==> src/rtl/rc4_pkg.sv <==
// rc4_pkg: shared types and cycle constants
// for the ARC4 encryptor and its swap sequencer.
package rc4_pkg;

  localparam int S_SIZE           = 256;
  localparam int CYCLES_INIT      = 256;
  localparam int CYCLES_KSA_ITER  = 6;
  localparam int CYCLES_PRGA_ITER = 9;
  localparam int CYCLES_LEN       = 3;

  typedef logic [7:0] byte_t;

  typedef enum logic [3:0] {
    IDLE,
    INIT,
    KSA_SWAP,
    LEN_RD,
    LEN_GET,
    LEN_WR,
    PRGA_SWAP,
    PRGA_RD_PAD,
    PRGA_GET_PAD,
    PRGA_WR_CT
  } state_t;

  typedef enum logic [2:0] {
    SW_RD_I,
    SW_GET_I,
    SW_RD_J,
    SW_GET_J,
    SW_WR_I,
    SW_WR_J
  } swap_t;

endpackage

==> src/rtl/rc4_swap.sv <==
// rc4_swap: six-cycle read/read/write/write swap
// of S[i] and S[j], shared by KSA and PRGA.
module rc4_swap
  import rc4_pkg::*;
(
  input  logic       clk,
  input  logic       rst_n,
  input  logic       go,
  input  logic       j_clr,
  input  logic [7:0] i,
  input  logic [7:0] inc,
  input  logic [7:0] rddata,
  output logic [7:0] addr,
  output logic [7:0] wrdata,
  output logic       wren,
  output logic [7:0] si,
  output logic [7:0] sj,
  output logic       last
);

  swap_t st, st_nxt;
  byte_t j;

  always_ff @(posedge clk) begin
    if (!rst_n) begin
      st <= SW_RD_I;
      j  <= '0;
      si <= '0;
      sj <= '0;
    end else begin
      st <= st_nxt;
      if (j_clr)
        j <= '0;
      else if (go && st == SW_GET_I)
        j <= j + rddata + inc;
      if (go && st == SW_GET_I)
        si <= rddata;
      if (go && st == SW_GET_J)
        sj <= rddata;
    end
  end

  // Sequencer parks in SW_RD_I whenever go drops.
  always_comb begin
    st_nxt = SW_RD_I;
    addr   = i;
    wrdata = '0;
    wren   = 1'b0;
    last   = 1'b0;
    if (go) begin
      unique case (st)
        SW_RD_I:  st_nxt = SW_GET_I;
        SW_GET_I: st_nxt = SW_RD_J;
        SW_RD_J: begin
          st_nxt = SW_GET_J;
          addr   = j;
        end
        SW_GET_J: begin
          st_nxt = SW_WR_I;
          addr   = j;
        end
        SW_WR_I: begin
          st_nxt = SW_WR_J;
          wrdata = sj;
          wren   = 1'b1;
        end
        SW_WR_J: begin
          st_nxt = SW_RD_I;
          addr   = j;
          wrdata = si;
          wren   = 1'b1;
          last   = 1'b1;
        end
        default: st_nxt = SW_RD_I;
      endcase
    end
  end

endmodule

==> src/rtl/rc4_encrypt.sv <==
// rc4_encrypt: ARC4 encryptor, length-prefixed
// plaintext memory in, length-prefixed ciphertext out.
module rc4_encrypt
  import rc4_pkg::*;
#(
  parameter int KEY_BYTES = 3
) (
  input  logic                   clk,
  input  logic                   rst_n,
  input  logic                   en,
  output logic                   rdy,
  input  logic [8*KEY_BYTES-1:0] key,
  output logic [7:0]             s_addr,
  output logic [7:0]             s_wrdata,
  output logic                   s_wren,
  input  logic [7:0]             s_rddata,
  output logic [7:0]             pt_addr,
  input  logic [7:0]             pt_rddata,
  output logic [7:0]             ct_addr,
  output logic [7:0]             ct_wrdata,
  output logic                   ct_wren
);

  localparam int KW = (KEY_BYTES > 1) ? $clog2(KEY_BYTES) : 1;

  state_t                 st, st_nxt;
  byte_t                  i, k, len, pad, ptb;
  logic [KW-1:0]          kidx;
  logic [8*KEY_BYTES-1:0] key_r;
  byte_t                  key_byte;

  logic  go, j_clr, sw_wren, sw_last;
  byte_t inc, sw_addr, sw_wrdata, si, sj;

  assign go    = (st == KSA_SWAP) || (st == PRGA_SWAP);
  assign j_clr = (st == INIT) || (st == LEN_WR);
  assign inc   = (st == KSA_SWAP) ? key_byte : '0;

  // Byte 0 of the key sits in the top bits.
  always_comb begin
    key_byte = '0;
    for (int b = 0; b < KEY_BYTES; b++)
      if (kidx == KW'(b))
        key_byte = key_r[8*(KEY_BYTES-1-b) +: 8];
  end

  rc4_swap u_swap (
    .clk    (clk),
    .rst_n  (rst_n),
    .go     (go),
    .j_clr  (j_clr),
    .i      (i),
    .inc    (inc),
    .rddata (s_rddata),
    .addr   (sw_addr),
    .wrdata (sw_wrdata),
    .wren   (sw_wren),
    .si     (si),
    .sj     (sj),
    .last   (sw_last)
  );

  always_ff @(posedge clk) begin
    if (!rst_n)
      st <= IDLE;
    else
      st <= st_nxt;
  end

  always_ff @(posedge clk) begin
    if (!rst_n) begin
      i     <= '0;
      k     <= '0;
      kidx  <= '0;
      len   <= '0;
      pad   <= '0;
      ptb   <= '0;
      key_r <= '0;
    end else begin
      unique case (st)
        IDLE: if (en) begin
          key_r <= key;
          i     <= '0;
          kidx  <= '0;
        end
        INIT: i <= i + 1'b1;
        KSA_SWAP: if (sw_last) begin
          i    <= i + 1'b1;
          kidx <= (kidx == KW'(KEY_BYTES-1)) ? '0 : kidx + 1'b1;
        end
        LEN_GET: len <= pt_rddata;
        LEN_WR: begin
          i <= 8'd1;
          k <= 8'd1;
        end
        PRGA_GET_PAD: begin
          pad <= s_rddata;
          ptb <= pt_rddata;
        end
        // k is tested against len before it steps, so 255 never wraps.
        PRGA_WR_CT: begin
          i <= i + 1'b1;
          k <= k + 1'b1;
        end
        default: ;
      endcase
    end
  end

  always_comb begin
    st_nxt    = st;
    rdy       = 1'b0;
    s_addr    = '0;
    s_wrdata  = '0;
    s_wren    = 1'b0;
    pt_addr   = '0;
    ct_addr   = '0;
    ct_wrdata = '0;
    ct_wren   = 1'b0;
    unique case (st)
      IDLE: begin
        rdy = 1'b1;
        if (en)
          st_nxt = INIT;
      end
      INIT: begin
        s_addr   = i;
        s_wrdata = i;
        s_wren   = 1'b1;
        if (i == byte_t'(S_SIZE-1))
          st_nxt = KSA_SWAP;
      end
      KSA_SWAP: begin
        s_addr   = sw_addr;
        s_wrdata = sw_wrdata;
        s_wren   = sw_wren;
        if (sw_last && i == byte_t'(S_SIZE-1))
          st_nxt = LEN_RD;
      end
      LEN_RD:  st_nxt = LEN_GET;
      LEN_GET: st_nxt = LEN_WR;
      LEN_WR: begin
        ct_wrdata = len;
        ct_wren   = 1'b1;
        st_nxt    = (len == '0) ? IDLE : PRGA_SWAP;
      end
      PRGA_SWAP: begin
        s_addr   = sw_addr;
        s_wrdata = sw_wrdata;
        s_wren   = sw_wren;
        if (sw_last)
          st_nxt = PRGA_RD_PAD;
      end
      PRGA_RD_PAD: begin
        s_addr  = si + sj;
        pt_addr = k;
        st_nxt  = PRGA_GET_PAD;
      end
      PRGA_GET_PAD: st_nxt = PRGA_WR_CT;
      PRGA_WR_CT: begin
        ct_addr   = k;
        ct_wrdata = ptb ^ pad;
        ct_wren   = 1'b1;
        st_nxt    = (k == len) ? IDLE : PRGA_SWAP;
      end
      default: st_nxt = IDLE;
    endcase
  end

endmodule

==> config.mk <==
export PLATFORM = sky130hd
export DESIGN_NAME = rc4_encrypt
export DESIGN_NICKNAME = d
export VERILOG_FILES = /design/src/rtl/rc4_pkg.sv /design/src/rtl/rc4_swap.sv /design/src/rtl/rc4_encrypt.sv
export SDC_FILE = /design/constraint.sdc
export NUM_CORES = 1
export LEC_CHECK = 0
export CAP_MARGIN = 5
export CORE_ASPECT_RATIO = 0.9
export CORE_MARGIN = 10
export CORE_UTILIZATION = 40
export CTS_CLUSTER_DIAMETER = 40
export CTS_CLUSTER_SIZE = 16
export DETAILED_ROUTE_END_ITERATION = 10
export PLACE_DENSITY = 0.62
export SYNTH_ARGS = -nofsm -noshare
export SYNTH_HDL_FRONTEND = slang
export SYNTH_SLANG_ARGS = --single-unit
export TNS_END_PERCENT = 100
==> constraint.sdc <==
create_clock -name clk -period 4.3 [get_ports clk]
set_clock_uncertainty 0.2 [all_clocks]
set_input_delay 0.86 -clock clk [delete_from_list [all_inputs] [get_ports clk]]
set_output_delay 0.86 -clock clk [all_outputs]
set_load 0.05 [all_outputs]
==> metrics.md, run 1 <==
| Metric | Value |
|---|---|
| Setup TNS | 0 ns |
| HPWL after DPL | 11.6 mm |
| Routed wire length per instance | 16.1 um |
| Vias in the first global route | 4,704 |
| GR Util All Layers | 16.3% |
| Sw Pwr | 0.813 mW |
| Slew @ Worst Pin | 0.899 ns |
| CTS tree | done |
| Yosys cell types | 57 |
| Setup crit end kind | output pin |
| Initial Util | 40.6% |
| Syn Nets | 759 |
| Placed cell areas | 0.00635 mm2 |
| Combinational power share | 25.4% |
| Final hold viol count | 0 |
| Internal power | 1.65 mW |
| Worst Hold Slack | 0.255 ns |
| Top Ports | 86 |
| Yosys synthesis warning count | 0 |
| Largest net degree at the start of global routing | 64 |
| Post-synth EDFFs | 0 |
| Vias | 4,889 |
| H-tree levels | 3 |
| Post-synth top flop | dfxtp_1 |
| Global route total overflow | 0 |
| WP data arrival | 3.04 ns |
| Die X | 142 um |
| P per Cell Area | 370 mW/mm2 |
| Most frequent cells in the layout | nand2_1 (161), dfxtp_1 (97), clkdlybuf4s50_1 (84) |
| Final min period | 4.10 ns |
| Clk_lat worst skew | 0.35 ns |
| Vias per cell | 5.26 |
| Sw frac | 33.1% |
| Clock transition at path regs | 0.07 ns |
| Required @ worst endpoint | 3.24 ns |
| Initial antenna violation count | 0 |
| Starting DRT DRC Count | 374 |
| Clk root buf | clkbuf_16 |
| Nets | 824 |
| Mapped cell area | 0.00540 mm2 |
| #FFs+latches synth | 97 |
| Post-route design area | 0.00665 mm2 |
| Hold_buf cts | 0 |
| Die Y | 130 um |
| Post-synth ARST share | 0% |
| Crit path launch type | flop |
| Max-slew violations | 0 |
| Sequential power share | 41.8% |
| Clk buf depth | 2 |
| # rows | 40 |
| Post-Synthesis Cells | 692 |
| R2R Setup Slk | 0.47 ns |
| VDD IR-drop max | 0.000224 V |
| Post-CTS setup buffers | 0 |
| Floorplan core area | 0.0133 mm2 |
| Min-Delay Path Class | reg2reg |
| Clk sinks | 97 |
| Filler cell count | 1,304 |
| Status | finished, final reports clean |
| Period utilization | 95.3% |
| Unrepaired setup endpoints after global routing | no |
| First-pass GRT wire length | 24.3 mm |
| Die area | 0.0186 mm2 |
| Rel. slew slack | 39.8% |
| Fmax | 244 MHz |
| Cts bufs inserted | 9 |
| Post-synthesis sequential area ratio | 36.0% |
| Ant diodes | 0 |
| Finished Layout Cells | 930 |
| # setup viols final | 0 |
| Share of post-route cells with drive strength above 1 | 4.33% |
| Critical path class | reg2out |
| MaxCap Viol Count | 0 |
| Clock power share | 32.8% |
| Max FO, Critical Path | 4 |
| Drt drc | 0 |
| R2R cell count | 12 |
| Hold Path Depth | 2 |
| Commonest non-fill, non-tap cell in the layout | nand2_1 |
| Dpl cells | 914 |
| Drt first pass iters | 5 |
| Final WL | 15.0 mm |
| Cell leakage power | 2.48 nW |
| GP Congestion | 0.865 |
| ANT nets after route | 0 |
| Synth Area per Inst | 7.81 um2 |
| Port Buf Inserts | 85 |
| P&R area growth vs syn | 23.0% |
-- cells in the mapped netlist, types with 4 or more instances --
cell type  count  share of area [%]
mux2i_1       28                5.2
o2111ai_1      4               0.65
nor4_1         5               0.58
nor3_1         6               0.56
xnor2_1       16                2.6
nand3_1        6               0.56
a22oi_1        6               0.83
xor2_1        19                3.1
buf_2         10               0.93
and2_1        20                2.3
o21ai_0       32                3.0
a21o_1         4               0.56
nand2b_1       8               0.93
inv_1         16                1.1
a21boi_0       8                1.1
nand2_1      161                 11
a21oi_1       79                7.3
dfxtp_1       97                 36
clkbuf_1      25                1.7
nor2b_1        7               0.81
nor2_1        51                3.5
a211oi_1       5               0.70
ha_1          15                3.5
fa_1           9                3.3
and3_1         9                1.0
-- state kept, by name, indices dropped and copies added, names as in the netlist --
register	flops
i	8
k	8
key_r	24
kidx	2
len	8
pad	8
ptb	8
st	4
u_swap.j	8
u_swap.si	8
u_swap.sj	8
u_swap.st	3
-- cells by family (layout without fill, tap and decap cells) --
group	count (synthesis)	count (layout)	synth area share, %
simple gates	290	290	24.1
xor+xnor	35	35	5.68
buf+inv	56	126	4.47
flops	97	97	36.0
fa+ha+maj	24	24	6.81
compound gates	160	160	17.4
mux	30	30	5.61
-- layer usage --
layer,GRT usage [%],vias to the layer above,routed length [um]
met5,0,-,0
li1,-,2478,-
met1,21.1,2269,6800
met3,4.54,14,929
met4,3.94,0,185
met2,26.5,128,7040
-- power by group through the flow --
stage,Clock [mW],Sequential [mW],Combinational (mW)
after detailed placement,0,1.05,0.622
after CTS,0.830,1.03,0.625
final,0.806,1.03,0.625
after floorplan,0,1.02,0.469
after global routing,0.873,1.04,0.698
after global placement,0,1.05,0.613
-- critical path, cell delays in order (launching register included) --
cell	delay, ns
dfxtp_1	0.41
ha_1	0.26
a21oi_1	0.15
nor2b_1	0.09
o31a_1	0.25
o41ai_1	0.34
xnor2_1	0.14
o21ai_0	0.21
clkdlybuf4s50_1	0.84
-- stage by stage --
step / worst slack (ns) / power [mW] / util [%]
finish: 0.203 / 2.46 / 49.9
global route: 0.0761 / 2.61 / 49.9
CTS: 0.131 / 2.48 / 49.9
detailed placement: 0.281 / 1.67 / 47.7
global placement: 0.295 / 1.66 / 47.7
floorplan: 0.708 / 1.49 / -
-- final timing paths --
path	start	endpoint
setup / recovery	u_swap.si[1]	s_addr[7]
hold reg to reg	key_r[19]	key_r[19]
hold / removal	key_r[19]	key_r[19]
setup reg to reg	kidx[1]	u_swap.j[7]
-- cell type report --
class | instances | area, um2 | area share (%)
Multi-Input combinational cell | 539 | 3220 | 48.4
Sequential cell | 97 | 1940 | 29.2
Timing Repair Buffer | 94 | 921 | 13.9
Clock buffer | 10 | 229 | 3.45
Tap cell | 168 | 210 | 3.16
Clock inverter | 6 | 66.3 | 0.998
Inverter | 16 | 60.1 | 0.904
-- what timing repair did --
action                                  4_1_cts  5_1_grt
resized for setup                             0        1
endpoints found under the setup margin        0        1
hold endpoints to repair                      0        0
(Power assumes the default switching activity.)
==> run 2: changes to the inputs <==
- DONT_BUFFER_PORTS: unset -> 1
- PLACE_DENSITY: 0.62 -> 0.54
==> run 2 against run 1 <==
Die area unchanged. First-iteration DRC count down 9.9%. Power down 0.33%. Sequential power about the same. Setup slack better by 0.27 ns. Clock-buffer cell count down 1. Global-route usage down 0.42 points. Combinational power down 9.1%. Final cell count down 7.4%. Largest cell class unchanged. Largest power group unchanged.
==> metrics.md, run 2 (synthesis results as in run 1) <==
| Metric | Value |
|---|---|
| Starting DRT DRC Count | 337 (was 374) |
| Required @ worst endpoint | 4.34 ns (was 3.24 ns) |
| Filler cell count | 1,380 (was 1,304) |
| Vias | 4,624 (was 4,889) |
| Most frequent cells in the layout | nand2_1 (161), dfxtp_1 (97), a21oi_1 (79) (was nand2_1 (161), dfxtp_1 (97), clkdlybuf4s50_1 (84)) |
| Post-cts resize count | 0 (unchanged) |
| Fmax | 262 MHz (was 244 MHz) |
| WP data arrival | 3.86 ns (was 3.04 ns) |
| Final WL | 14.6 mm (was 15.0 mm) |
| Largest net degree at the start of global routing | 66 (was 64) |
| Clk sinks | 97 (unchanged) |
| Cts bufs inserted | 9 (unchanged) |
| Clock transition at path regs | 0.07 ns (about the same) |
| Top Ports | 86 (unchanged) |
| Floorplan core area | 0.0133 mm2 (unchanged) |
| Worst Hold Slack | 0.259 ns (was 0.255 ns) |
| First-pass GRT wire length | 23.5 mm (was 24.3 mm) |
| Drt drc | 0 (unchanged) |
| CTS tree | done (unchanged) |
| Period utilization | 88.9% (was 95.3%) |
| Setup crit end kind | flop (was output pin) |
| Setup TNS | 0 ns (unchanged) |
| Crit path launch type | flop (unchanged) |
| GR Util All Layers | 15.9% (was 16.3%) |
| GP Congestion | 0.852 (was 0.865) |
| Final Util | 44.7% (was 49.9%) |
| H-tree levels | 3 (unchanged) |
| ANT nets after route | 0 (unchanged) |
| HPWL after DPL | 11.2 mm (was 11.6 mm) |
| Commonest non-fill, non-tap cell in the layout | nand2_1 (unchanged) |
| Number of flip-flops in the largest register | 24 (unchanged) |
| Max FO, Critical Path | 12 (was 4) |
| Cell leakage power | 2.24 nW (was 2.48 nW) |
| Die Y | 130 um (unchanged) |
| # rows | 40 (unchanged) |
| Critical path cell sequence | nor2b_1 > a21oi_1 > nor2_1 > fa_1 > ha_1 > fa_1 > a211oi_1 > o21bai_1 > a21oi_1 > nor2_1 > mux2i_1 > mux2_1 (was ha_1 > a21oi_1 > nor2b_1 > o31a_1 > o41ai_1 > xnor2_1 > o21ai_0 > clkdlybuf4s50_1) |
| Crit path max-delay cell type | dfxtp_1 (was clkdlybuf4s50_1) |
| Nets | 756 (was 824) |
| Status | finished, final reports clean (unchanged) |
| Share of post-route cells with drive strength above 1 | 7.50% (was 4.33%) |
| Ant diodes | 0 (unchanged) |
| P per Cell Area | 412 mW/mm2 (was 370 mW/mm2) |
| Min-Delay Path Class | reg2reg (unchanged) |
| Initial Util | 40.6% (unchanged) |
| Clk buf depth | 2 (unchanged) |
| # setup viols final | 0 (unchanged) |
| VDD IR-drop max | 0.000265 V (was 0.000224 V) |
| Critical path class | reg2reg (was reg2out) |
| CP max stage delay | 0.70 ns (was 0.84 ns) |
| Routed wire length per instance | 17.0 um (was 16.1 um) |
| Vias in the first global route | 4,453 (was 4,704) |
| Drt first pass iters | 5 (unchanged) |
| Clk root buf | clkbuf_16 (unchanged) |
| Global route total overflow | 0 (unchanged) |
| Port Buf Inserts | 0 (was 85) |
| Max-slew violations | 0 (unchanged) |
| P&R area growth vs syn | 10.1% (was 23.0%) |
| Unrepaired setup endpoints after global routing | no (unchanged) |
| Initial antenna violation count | 0 (unchanged) |
| Die area | 0.0186 mm2 (unchanged) |
| Final hold viol count | 0 (unchanged) |
| Post-CTS setup buffers | 0 (unchanged) |
| Final min period | 3.82 ns (was 4.10 ns) |
| MaxCap Viol Count | 0 (unchanged) |
| Clk_lat worst skew | 0.35 ns (about the same) |
| Slew @ Worst Pin | 1.09 ns (was 0.899 ns) |
| Hold_buf cts | 0 (unchanged) |
| Reg with most FFs | key_r (unchanged) |
| Die X | 142 um (unchanged) |
| Rel. slew slack | 27.3% (was 39.8%) |
| Vias per cell | 5.37 (was 5.26) |
-- run 2: cell count changes in the layout (fill, tap and decap cells not counted), moves of 17 or more --
cell / change
clkdlybuf4s50_1: -84
o21ai_1: +20
o21ai_0: -20
buf_4: +17
-- run 2: layer usage --
metal	up-vias	routed length (um)	part of all wire, %	global-route usage (%)
li1	2338	-	-	-
met3	14	1000	6.8	5.45
met2	94	6830	47	25.9
met5	-	0	0	0
met1	2178	6650	45	19.9
met4	0	150	1.0	3.82
-- run 2: where the power goes --
| group | internal (mW) | switching [mW] |
|---|---|---|
| sequential | 0.965 | 0.0586 |
| combinational | 0.180 | 0.388 |
| clock | 0.509 | 0.350 |
| total | 1.65 | 0.797 |
-- run 2: metrics by stage --
stage | area (um2) | cells | setup slack (ns) | power (mW)
floorplan | 5400 | 692 | 0.708 | 1.49
global placement | 5630 | 846 | 0.628 | 1.60
detailed placement | 5630 | 846 | 0.528 | 1.61
CTS | 5950 | 861 | 0.517 | 2.48
global route | 5950 | 861 | 0.216 | 2.59
finish | 5950 | 861 | 0.476 | 2.45
-- run 2: final timing paths --
check | slack, ns | startpoint | depth (start not counted) | end
min reg2reg | 0.26 | key_r[18] | 2 | key_r[18]
max | 0.48 | kidx[0] | 12 | u_swap.j[7]
max reg2reg | 0.48 | kidx[0] | 12 | u_swap.j[7]
min | 0.26 | key_r[18] | 2 | key_r[18]
-- run 2: worst max-delay path: cells and delay by family (launching register included) --
kind                       cells  cell delay, ns
muxes                          2            0.49
and+or+nand+nor                3            0.38
AOI/OAI and AO/OA              4            0.84
DFF                            1            0.70
adders and majority gates      3            1.11
-- run 2: layout make-up --
cell class / instances / area (um2) / share of cell area [%]
Multi-Input combinational cell: 539 / 3220 / 54.2
Sequential cell: 97 / 1940 / 32.7
Clock buffer: 9 / 225 / 3.79
Tap cell: 168 / 210 / 3.53
Timing Repair Buffer: 26 / 195 / 3.28
Clock inverter: 6 / 90.1 / 1.51
Inverter: 16 / 60.1 / 1.01
==> variant (config.mk and constraints of run 2) <==
Reset style: asynchronous (`rst_n`), changed in 3 clocked blocks.
--- a/src/rtl/rc4_swap.sv
+++ b/src/rtl/rc4_swap.sv
@@ -22,5 +22,5 @@
   byte_t j;
 
-  always_ff @(posedge clk) begin
+  always_ff @(posedge clk or negedge rst_n) begin
     if (!rst_n) begin
       st <= SW_RD_I;
--- a/src/rtl/rc4_encrypt.sv
+++ b/src/rtl/rc4_encrypt.sv
@@ -61,5 +61,5 @@
   );
 
-  always_ff @(posedge clk) begin
+  always_ff @(posedge clk or negedge rst_n) begin
     if (!rst_n)
       st <= IDLE;
@@ -68,5 +68,5 @@
   end
 
-  always_ff @(posedge clk) begin
+  always_ff @(posedge clk or negedge rst_n) begin
     if (!rst_n) begin
       i     <= '0;
Function: differs if rst_n is asserted again (counterexample within 4 cycles, from zero or initial values and one cycle with rst_n low); with rst_n held inactive, the same outputs for 10 cycles.
==> variant against run 2 <==
- area after synthesis increased by 3.4%
- final area increased by 4.2%
- sequential share of layout area increased by 6.5 points
- critical path depth decreased by 8
- worst setup slack improved by 0.0039 ns
- wire length decreased by 2.7%
- sequential cell count unchanged
- largest cell class unchanged
Power is not compared: it rests on default switching activity, and its combinational part moved more than twofold at a synthesized area within 25%.
==> variant: results (changes against run 2) <==
- Top reg by flops: key_r
- Layout cells sized above 1: 18.6% (+11 points)
- Met3 Use GR: 6.63% (+1.2 points)
- Final Hold Fails: 0 (unchanged)
- WL per Instance: 19.3 microns (+14%)
- Most frequent cells after synthesis: dfrtp_1 (97), nand2_1 (59), mux2_2 (58), o21ai_0 (52), nor2_1 (45)
- Worst VDD drop: 0.314 mV
- Worst path max stage delay: 0.59 ns (-0.11 ns)
- # H-tree levels: 3 (unchanged)
- Clk buf depth: 2 (unchanged)
- Yosys cell types: 50 (-12%)
- Rel. slew slack: 31.2% (+3.9 points)
- Multiplexer share of the synthesized area: 14.6% (+9.0 points)
- GR Util met2: 21.8% (-4.2 points)
- Slowest CP cell: dfrtp_1
- Final net count: 632 (-16%)
- Leak: 2.77 nW
- Sequential-to-total area share from yosys stat: 43.5% (+7.5 points)
- Crit path DAT: 2.76 ns (-1.10 ns)
- Reg2Reg Launch Point: st[0]
- Worst hold path class: in2async
- Cts bufs inserted: 9 (unchanged)
- Async SR Flop Fraction: 100% (+100 points)
- Filler cells: 1316 (-4.6%)
- XOR/XNOR Fraction of Synth Area: 4.55% (-1.1 points)
- Yosys warnings: 0 (unchanged)
- Largest net degree at the start of global routing: 98 (+48%)
- Gr usage total: 15.4% (-0.50 points)
- Max FO, Critical Path: 12 (unchanged)
- Clock Power Share: 18.6%
- Syn nets: 618 (-19%)
- Post-synthesis adder-cell area fraction: 6.59% (-0.22 points)
- Compound-gate portion of the synthesized area: 12.1% (-5.3 points)
- Largest register FFs: 24 (unchanged)
- P_sw: 1.69 mW
- DR iter-0 viols: 270 (-20%)
- HPWL Detailed: 10500 microns (-6.2%)
- Clk_lat worst skew: 0.35 ns (about the same)
- Post_cts resized: 0 (unchanged)
- GPL Wtd Cong: 0.853 (+0.12%)
- Initial antenna violation count: 2 (+2)
- Synth top area cells: dfrtp_1 (43%), mux2_2 (12%), o21ai_0 (4.7%), nand2_1 (4.0%), ha_1 (3.4%)
- Status: finished clean
- I/O Buffers: 0 (unchanged)
- CTS root buffer: clkbuf_16
- Drt first pass iters: 5 (unchanged)
- Clk pin slew, worst setup/hold paths: 0.07 ns (about the same)
- Flop pwr share: 38.2%
- M1 GR Usage: 20.9% (+1.1 points)
- Placed Instance Area: 0.00589 sq mm (+4.5%)
- First-pass GRT wire length: 23100 microns (-1.9%)
- CP startpoint: st[1]
- PD cells: 670 mW/mm^2
- Vias: 4053 (-12%)
-- variant: final cells by class --
class | instances | area share, %
Sequential cell | 97 | 39.2
Inverter | 15 | 0.909
Clock inverter | 3 | 0.404
Clock buffer | 12 | 4.14
Tap cell | 168 | 3.39
Antenna cell | 1 | 0.0404
Multi-Input combinational cell | 416 | 48.5
Timing Repair Buffer | 26 | 3.47
-- variant: cells by family after synthesis --
family	count (synthesis)
AOI/OAI and AO/OA	111
adders and majority gates	24
and+or+nand+nor	178
DFF	97
xor gates and xnor gates	29
buffers and inverters	38
muxes	74
-- variant: metrics by stage --
step | worst slack [ns] | utilization [%] | hold slack, ns | std cells
5_1_grt | 0.293 | 45.9 | 0.260 | 738
3_5_place_dp | 0.683 | 43.6 | 0.294 | 721
6_report | 0.480 | 45.9 | 0.229 | 738
4_1_cts | 0.503 | 45.8 | 0.247 | 737
2_1_floorplan | 0.342 | - | 0.267 | 551
3_3_place_gp | 0.747 | 43.6 | 0.289 | 721
-- variant: worst max-delay path: cells and delay by family (launching register included) --
family	cells	cell delay, ns
flops	1	0.59
simple gates	2	1.05
compound gates	2	0.75
-- variant: final timing paths --
check / endpoint / slack, ns / depth (start not counted)
worst min-delay path: u_swap.sj[3] / 0.23 / 1
worst min register to register: key_r[11] / 0.31 / 1
max in group asynchronous: i[1] / 3.28 / 1
min in group clk: key_r[11] / 0.31 / 1
worst max-delay path: s_addr[5] / 0.48 / 4
worst max register to register: u_swap.j[7] / 0.65 / 12
-- variant: timing repair --
action,CTS,global route
endpoints found under the hold margin,97,0
buffers inserted,0,0
hold buffers,1,0
-- variant: routing by layer --
metal	routed length, microns	share of wire, %	vias up
li1	-	-	1966
met1	6700	47	1958
met2	6090	43	109
met3	1210	8.5	18
met4	232	1.6	2
met5	11	0.077	-
